## config.mk

```make
export PLATFORM = sky130hd
export DESIGN_NAME = output_collector
export DESIGN_NICKNAME = d
export VERILOG_FILES = /design/src/rtl/output_collector.sv
export SDC_FILE = /design/constraint.sdc
export NUM_CORES = 2
export LEC_CHECK = 0
export CORE_MARGIN = 8
export CORE_UTILIZATION = 37
export CTS_CLUSTER_SIZE = 25
export DETAILED_ROUTE_END_ITERATION = 8
export GPL_ROUTABILITY_DRIVEN = 0
export PLACE_DENSITY_LB_ADDON = 0.1
export SYNTH_ARGS = -nofsm -noshare
export SYNTH_HDL_FRONTEND = slang
export SYNTH_SLANG_ARGS = --single-unit
```

## constraint.sdc

```tcl
create_clock -name clk_i -period 13.5 [get_ports clk_i]
set_input_delay 3.375 -clock clk_i [delete_from_list [all_inputs] [get_ports clk_i]]
set_output_delay 3.375 -clock clk_i [all_outputs]
set_load 0.02 [all_outputs]
```

## src/rtl/output_collector.sv

```systemverilog
// Output collector for an N x N systolic array: gathers N result words per column
// from the bottom-edge PEs into an N*N buffer, then drains them as one
// valid/ready stream in address order (column c, element k at c*N+k).
// Ports: clk_i/rstn_i clock and async active-low reset; start_i arms a collection;
//   col_data_i/col_valid_i/col_last_i per-column result strobes; m_data_o/m_valid_o/
//   m_ready_i/m_last_o drain stream; busy_o, done_o (1-cycle pulse), error_o (sticky).
// Drain latency: first word valid one cycle after entering DRAIN; one word/cycle
// under constant ready; outputs hold while m_valid_o=1 and m_ready_i=0.
module output_collector #(
  parameter int N          = 8,
  parameter int DATA_WIDTH = 32
) (
  input  logic                           clk_i,
  input  logic                           rstn_i,
  input  logic                           start_i,
  input  logic [N-1:0][DATA_WIDTH-1:0]   col_data_i,
  input  logic [N-1:0]                   col_valid_i,
  input  logic [N-1:0]                   col_last_i,
  output logic [DATA_WIDTH-1:0]          m_data_o,
  output logic                           m_valid_o,
  input  logic                           m_ready_i,
  output logic                           m_last_o,
  output logic                           busy_o,
  output logic                           done_o,
  output logic                           error_o
);

  localparam int NN = N * N;
  localparam int CW = $clog2(N + 1);
  localparam int AW = $clog2(NN);

  typedef enum logic [1:0] {
    IDLE    = 2'd0,
    COLLECT = 2'd1,
    DRAIN   = 2'd2,
    DONE    = 2'd3
  } state_t;

  state_t                     state_q, state_d;
  logic [N-1:0][CW-1:0]       cnt_q, cnt_d;
  logic [AW-1:0]              addr_q, addr_d;
  logic [DATA_WIDTH-1:0]      data_q, data_d;
  logic                       vld_q, vld_d;
  logic                       last_q, last_d;
  logic                       err_q, err_d;
  logic [N-1:0]               wr_en;
  logic                       all_full;

  // Result buffer: deliberately not reset, every entry is rewritten before a drain.
  logic [DATA_WIDTH-1:0]      mem [NN];

  always_comb begin
    state_d  = state_q;
    cnt_d    = cnt_q;
    addr_d   = addr_q;
    data_d   = data_q;
    vld_d    = vld_q;
    last_d   = last_q;
    err_d    = err_q;
    wr_en    = '0;
    all_full = 1'b1;
    for (int c = 0; c < N; c++) begin
      if (cnt_q[c] != CW'(N)) all_full = 1'b0;
    end

    case (state_q)
      IDLE: begin
        if (start_i) begin
          state_d = COLLECT;
          cnt_d   = '0;
          addr_d  = '0;
          vld_d   = 1'b0;
          last_d  = 1'b0;
          err_d   = 1'b0;
        end
      end

      COLLECT: begin
        // Writes are still checked in the cycle the buffer reads full, so a
        // late extra strobe there is flagged rather than silently lost.
        for (int c = 0; c < N; c++) begin
          if (col_valid_i[c]) begin
            if (cnt_q[c] < CW'(N)) begin
              wr_en[c] = 1'b1;
              cnt_d[c] = cnt_q[c] + CW'(1);
              if (col_last_i[c] && (cnt_q[c] != CW'(N - 1))) err_d = 1'b1;
            end else begin
              err_d = 1'b1;
            end
          end
        end
        if (all_full) begin
          state_d = DRAIN;
          addr_d  = '0;
        end
      end

      DRAIN: begin
        if (vld_q && m_ready_i && last_q) begin
          state_d = DONE;
          vld_d   = 1'b0;
          last_d  = 1'b0;
        end else if (!vld_q || m_ready_i) begin
          // Output slot empty or being consumed: refill from the buffer so a
          // handshake is followed by the next word without a bubble.
          data_d = mem[addr_q];
          vld_d  = 1'b1;
          last_d = (addr_q == AW'(NN - 1));
          if (addr_q != AW'(NN - 1)) addr_d = addr_q + AW'(1);
        end
      end

      DONE: begin
        state_d = IDLE;
      end

      default: state_d = IDLE;
    endcase
  end

  always_ff @(posedge clk_i or negedge rstn_i) begin
    if (!rstn_i) begin
      state_q <= IDLE;
      cnt_q   <= '0;
      addr_q  <= '0;
      data_q  <= '0;
      vld_q   <= 1'b0;
      last_q  <= 1'b0;
      err_q   <= 1'b0;
    end else begin
      state_q <= state_d;
      cnt_q   <= cnt_d;
      addr_q  <= addr_d;
      data_q  <= data_d;
      vld_q   <= vld_d;
      last_q  <= last_d;
      err_q   <= err_d;
    end
  end

  always_ff @(posedge clk_i) begin
    for (int c = 0; c < N; c++) begin
      if (wr_en[c]) mem[AW'(c * N) + AW'(cnt_q[c])] <= col_data_i[c];
    end
  end

  assign m_data_o  = data_q;
  assign m_valid_o = vld_q;
  assign m_last_o  = last_q;
  assign busy_o    = (state_q == COLLECT) || (state_q == DRAIN);
  assign done_o    = (state_q == DONE);
  assign error_o   = err_q;

endmodule
```

After elaboration in Yosys (flattened, before gate mapping) --
Memory sizes are Yosys's and may differ from the RTL's. A register that Yosys moved wholly into a read port is not among the register bits. Cells that the tools add are included.
Operators by class: reductions and logical operators 31, multipliers 0, $lt $le $gt $ge 8, div/mod/pow operators 0, shift operators 0, mux-type cells 103, equal/unequal tests 44, add/sub/neg operators 16, bitwise logic cells 1
Operator list (count):
- $mux W1 | 71
- $mux W4 | 16
- $pmux W32 S2 | 1
- $ne A2 B2 Y1 const B | 22
- $add A4 B1 Y4 const B | 8
- $lt A4 B4 Y1 const B | 8
- $mux W32 | 1
- $ne A4 B3 Y1 const B | 8
- $ne A4 B4 Y1 const B | 8
- $reduce_and A4 Y1 | 8
- $mux W6 | 5
- $pmux W6 S3 | 1
- $add A5 B4 Y6 const A | 2
- $add A6 B4 Y6 const A | 2
- $logic_and A1 B1 Y1 | 10
- $reduce_and A3 Y1 | 3
- $mux W8 | 1
- $pmux W2 S4 | 1
- $add A4 B5 Y6 const A | 1
- $add A5 B5 Y6 const A | 1
- $add A6 B1 Y6 const B | 1
- $eq A6 B6 Y1 const B | 1
- $mux W2 | 3
- $ne A6 B6 Y1 const B | 1
- other kinds (13) | 19
Storage, ports and cells: memories kept 1, logic and storage cells 217, output and inout port bits 37, memory bits (read-only) 0, bits in writable memories 2048, bits in registers 43, bits in latches 0, input port bits 276
Memories:
- mem | words 64, width 32, rd ports 1, clocked after Yosys merged registers in 1, write ports 8, RTL line 50 | logic [DATA_WIDTH-1:0] mem [NN];

Longest topological paths before layout --
depth after elaboration 29, gate-level depth with buffers 10, mapped depth without buffers 7

Least setup slack after synthesis --
No wires, ideal clock.
kind in2reg, start point input port col_valid_i[0], end point memory mem[0][0] (enable), stages 2, data required time 12999 ps, arrival time 6600 ps, setup time 501 ps, setup slack 6399 ps, path buffers 0, cell sequence nand3b_1 -> nor4_1
RTL lines:
- start, declared | RTL line 17 | input logic [N-1:0] col_valid_i,
- end, declared | RTL line 50

Worst setup path in the final report --
start point input port m_ready_i, end point register data_q[5] (netlist: m_data_o[5]), read port of mem
On the way: cells in the longest elaborated chain, start to end 4, elaborated cells on any way between the ends 5, those cells by class bitwise (1); reduce/logical (4)
Ends and longest elaborated chain:
- start, declared | RTL line 21 | input logic m_ready_i,
- $logic_and A1 B1 Y1 (2 in series) | RTL line 99 | if (vld_q && m_ready_i && last_q) begin
- $not A1 Y1 (no source line)
- $reduce_and A3 Y1 (no source line) (*)
- end, declared | RTL line 42 | logic [DATA_WIDTH-1:0] data_q, data_d;
Every way passes the cells marked *; elsewhere a longest branch is shown, timed or not. A chain may end at the register's enable or synchronous reset.

==> flow_summary_export.csv <==
group,metric,value,unit
clock_network,post_cts_buffers,0,
setup_path,cp_slowest_cell,"a2111oi_1",
synth,synthesis.instances,7242,
drt,drc,0,
clock_network,cts_hold_buf,0,
die,io_pins,313,
global_route,grt_antenna_before_repair,45,
timing,finalCritPeriodShare,43.0,%
timing,fin_crit,5.81,ns
drt,first_pass_iters,5,
timing,fmax,0.172,GHz
power_and_ir_drop,power_leakage,39.7,nW
clock_network,path_clk_slew,0.06,ns
timing,hold_viol_final,0,
hold_path,hp-class,"reg -> reg",
drt,routed_wl,343,mm
die,rows,197,
finish,nets,7396,
setup_path,required,14.22,ns
clock_network,cts-root-buf,"clkbuf_16",
synth,async_flop_share,3.53,%
power_and_ir_drop,total_power,14.2,mW
finish,final_core_utilization,41.8,%
power_and_ir_drop,ir_drop,0.000106,V
drt,routedWlPerCell,31.0,µm
synth,synth.distinct_cells,59,
setup_path,critical-path-max-stage-delay,1.24,ns
placement,dp.cells,10620,
synth,synth.net_count,7556,
die,start_util,37.2,%
die,die_area,0.306,mm²
synth,ys_ff_latch,2123,
drt,vias,63069,
timing,finalSetupViolations,0,
drt,dr.first_iter.drc_count,5891,
finish,fillers,26192,
setup_path,crit_type,"in -> reg",
synth,avgSynthCellArea,14.8,µm²
timing,maxSlewHeadroom,7.42,%
setup_path,end_kind,"register",
flow_run,drv_cap,0,
finish,finalNonFillerCells,11078,
status,status,"completed",
power_and_ir_drop,pwr_density_cell,118,mW/mm²
setup_path,cp.arrival,6.53,ns
die,die_w,554,µm
synth,synth_largest_area_cell,"edfxtp_1",
placement,port_buffers,312,
clock_network,clkLatencyLatePin,0.91,ns
finish,drive_gt1_share,36.8,%
setup_path,cp_max_fo,40,
synth,synth.area.top_cells,"edfxtp_1, mux2_2, mux4_2",
clock_network,post_cts_resize_count,0,
placement,dp_hpwl,222,mm
setup_path,cp-start-kind,"input pin",
clock_network,numCtsBuffers,241,
clock_network,cts.htree.levels,4,
synth,yosysMostFrequentCell,"edfxtp_1",
synth,synth_top_area_share,57.5,%
timing,maxSlewViolCount,0,
synth,yosys_warnings,0,
timing,fin_tns_setup,0,ns
global_route,grt_max_degree,111,
timing,rsz0062_at_grt,"false",
timing,fin_skew,0.0383,ns
global_route,grt_pass1_vias,63536,
synth,synth_edf_count,2048,
drt,ant_nets,0,
synth,yosys-top-cells-count,"edfxtp_1, mux2_2, clkbuf_1, nand2_1, mux4_2",
synth,synthFlopType,"edfxtp_1",
clock_network,cts_tree,"yes",
global_route,grt_pass1_wl,490,mm
setup_path,crit_chain,"clkdlybuf4s50_1, nand2b_1, a21oi_4, buf_4, nand2_1, a2111oi_1, a21oi_1",
global_route,grt-ovfl-total,0,
timing,tightest_slew,1.39,ns
synth,syn-cell-area,0.107,mm²
drt,vias_per_cell,5.69,
synth,ys_seq_area_share,59.3,%
die,die_y,554,µm
clock_network,cts_max_path_buffers,4,
global_route,track_usage,21.7,%
finish,area_growth_syn_to_layout,12.4,%
die,core,0.288,mm²
clock_network,cts.sinks,2123,
-- layout make-up --
type	count	area [µm²]	share of cell area, %
clock buffers	331	6540	5.44
well taps	3781	4730	3.94
diodes	15	37.5	0.0312
clock inverters	112	708	0.589
repair buffers	508	4540	3.78
multi-input cells	4148	40000	33.3
flip-flops and latches	2123	63400	52.7
inverters	60	225	0.187
-- logic make-up (layout without fill, tap and decap cells) --
family | count (synthesis) | after routing | share of synthesized area [%]
simple gates | 1062 | 1062 | 4.20
flops | 2123 | 2123 | 59.3
mux | 2337 | 2337 | 28.1
other cells | 0 | 15 | 0
buf+inv | 971 | 1011 | 3.64
xor+xnor | 8 | 8 | 0.0655
compound gates | 703 | 703 | 4.25
fa+ha+maj | 38 | 38 | 0.445
-- registers in the layout, summed over array words and instances, names as in the netlist --
register and flops:
m_data_o 32, addr_q 6, m_last_o 1, error_o 1, state_q 2, mem 2048, m_valid_o 1, cnt_q 32
-- through the flow --
| step | area [µm²] | hold slack (ns) | setup slack [ns] |
|---|---|---|---|
| 2_1_floorplan | 107000 | 0.542 | 6.40 |
| 3_3_place_gp | 113000 | 0.526 | 6.79 |
| 3_5_place_dp | 113000 | 0.532 | 6.77 |
| 4_1_cts | 120000 | 0.540 | 7.71 |
| 5_1_grt | 120000 | 0.569 | 7.54 |
| 6_report | 120000 | 0.538 | 7.69 |
-- report_power, final --
group,total [mW],internal [mW],leakage (nW),switching [mW]
logic,0.685,0.312,17.0,0.374
clock network,6.22,3.45,3.55,2.78
registers,7.28,7.23,19.1,0.0474
total,14.2,11.0,39.7,3.20
-- placed cells by master, fill, tap and decap left out, types with 24 or more instances in the layout --
master,n
a31oi_1,27
nand2b_1,27
clkbuf_1,75
nand2_1,585
clkinv_2,37
nor3_1,28
mux2_2,1671
a22o_1,25
o21ai_0,81
a211oi_1,45
ha_1,37
nand2_2,27
mux4_2,366
a22oi_1,165
edfxtp_1,2048
a21oi_1,223
nand3_1,34
clkinv_1,64
clkbuf_16,243
nor2_1,234
o22ai_1,46
buf_4,192
mux2i_1,299
dfrtp_1,71
inv_1,41
o21a_1,24
clkdlybuf4s50_1,290
-- per-layer routing --
| metal | GRT usage (%) | vias up | routed length [µm] |
|---|---|---|---|
| met5 | 0 | - | 161 |
| met1 | 31.5 | 33499 | 158000 |
| met3 | 3.69 | 369 | 21200 |
| li1 | - | 27459 | - |
| met4 | 4.36 | 24 | 6300 |
| met2 | 34.5 | 1718 | 158000 |
-- path summary, 6_finish.rpt --
path | from | end | slack (ns) | cells after the start
max | m_ready_i | m_data_o[5] | 7.69 | 7
min | error_o | error_o | 0.54 | 2
max reg2reg | addr_q[0] | m_data_o[27] | 8.14 | 8
min reg2reg | error_o | error_o | 0.54 | 2
max in group asynchronous | rstn_i | addr_q[2] | 9.63 | 2
min in group asynchronous | rstn_i | cnt_q[6] | 2.54 | 1
-- worst max-delay path: cells and delay by family --
kind                   cells  cell delay, ns
AO/OA/AOI/OAI              3            1.53
buffers and inverters      2            1.15
AND/OR/NAND/NOR            2            0.36
Note: power is estimated with default switching activity, not from simulation.
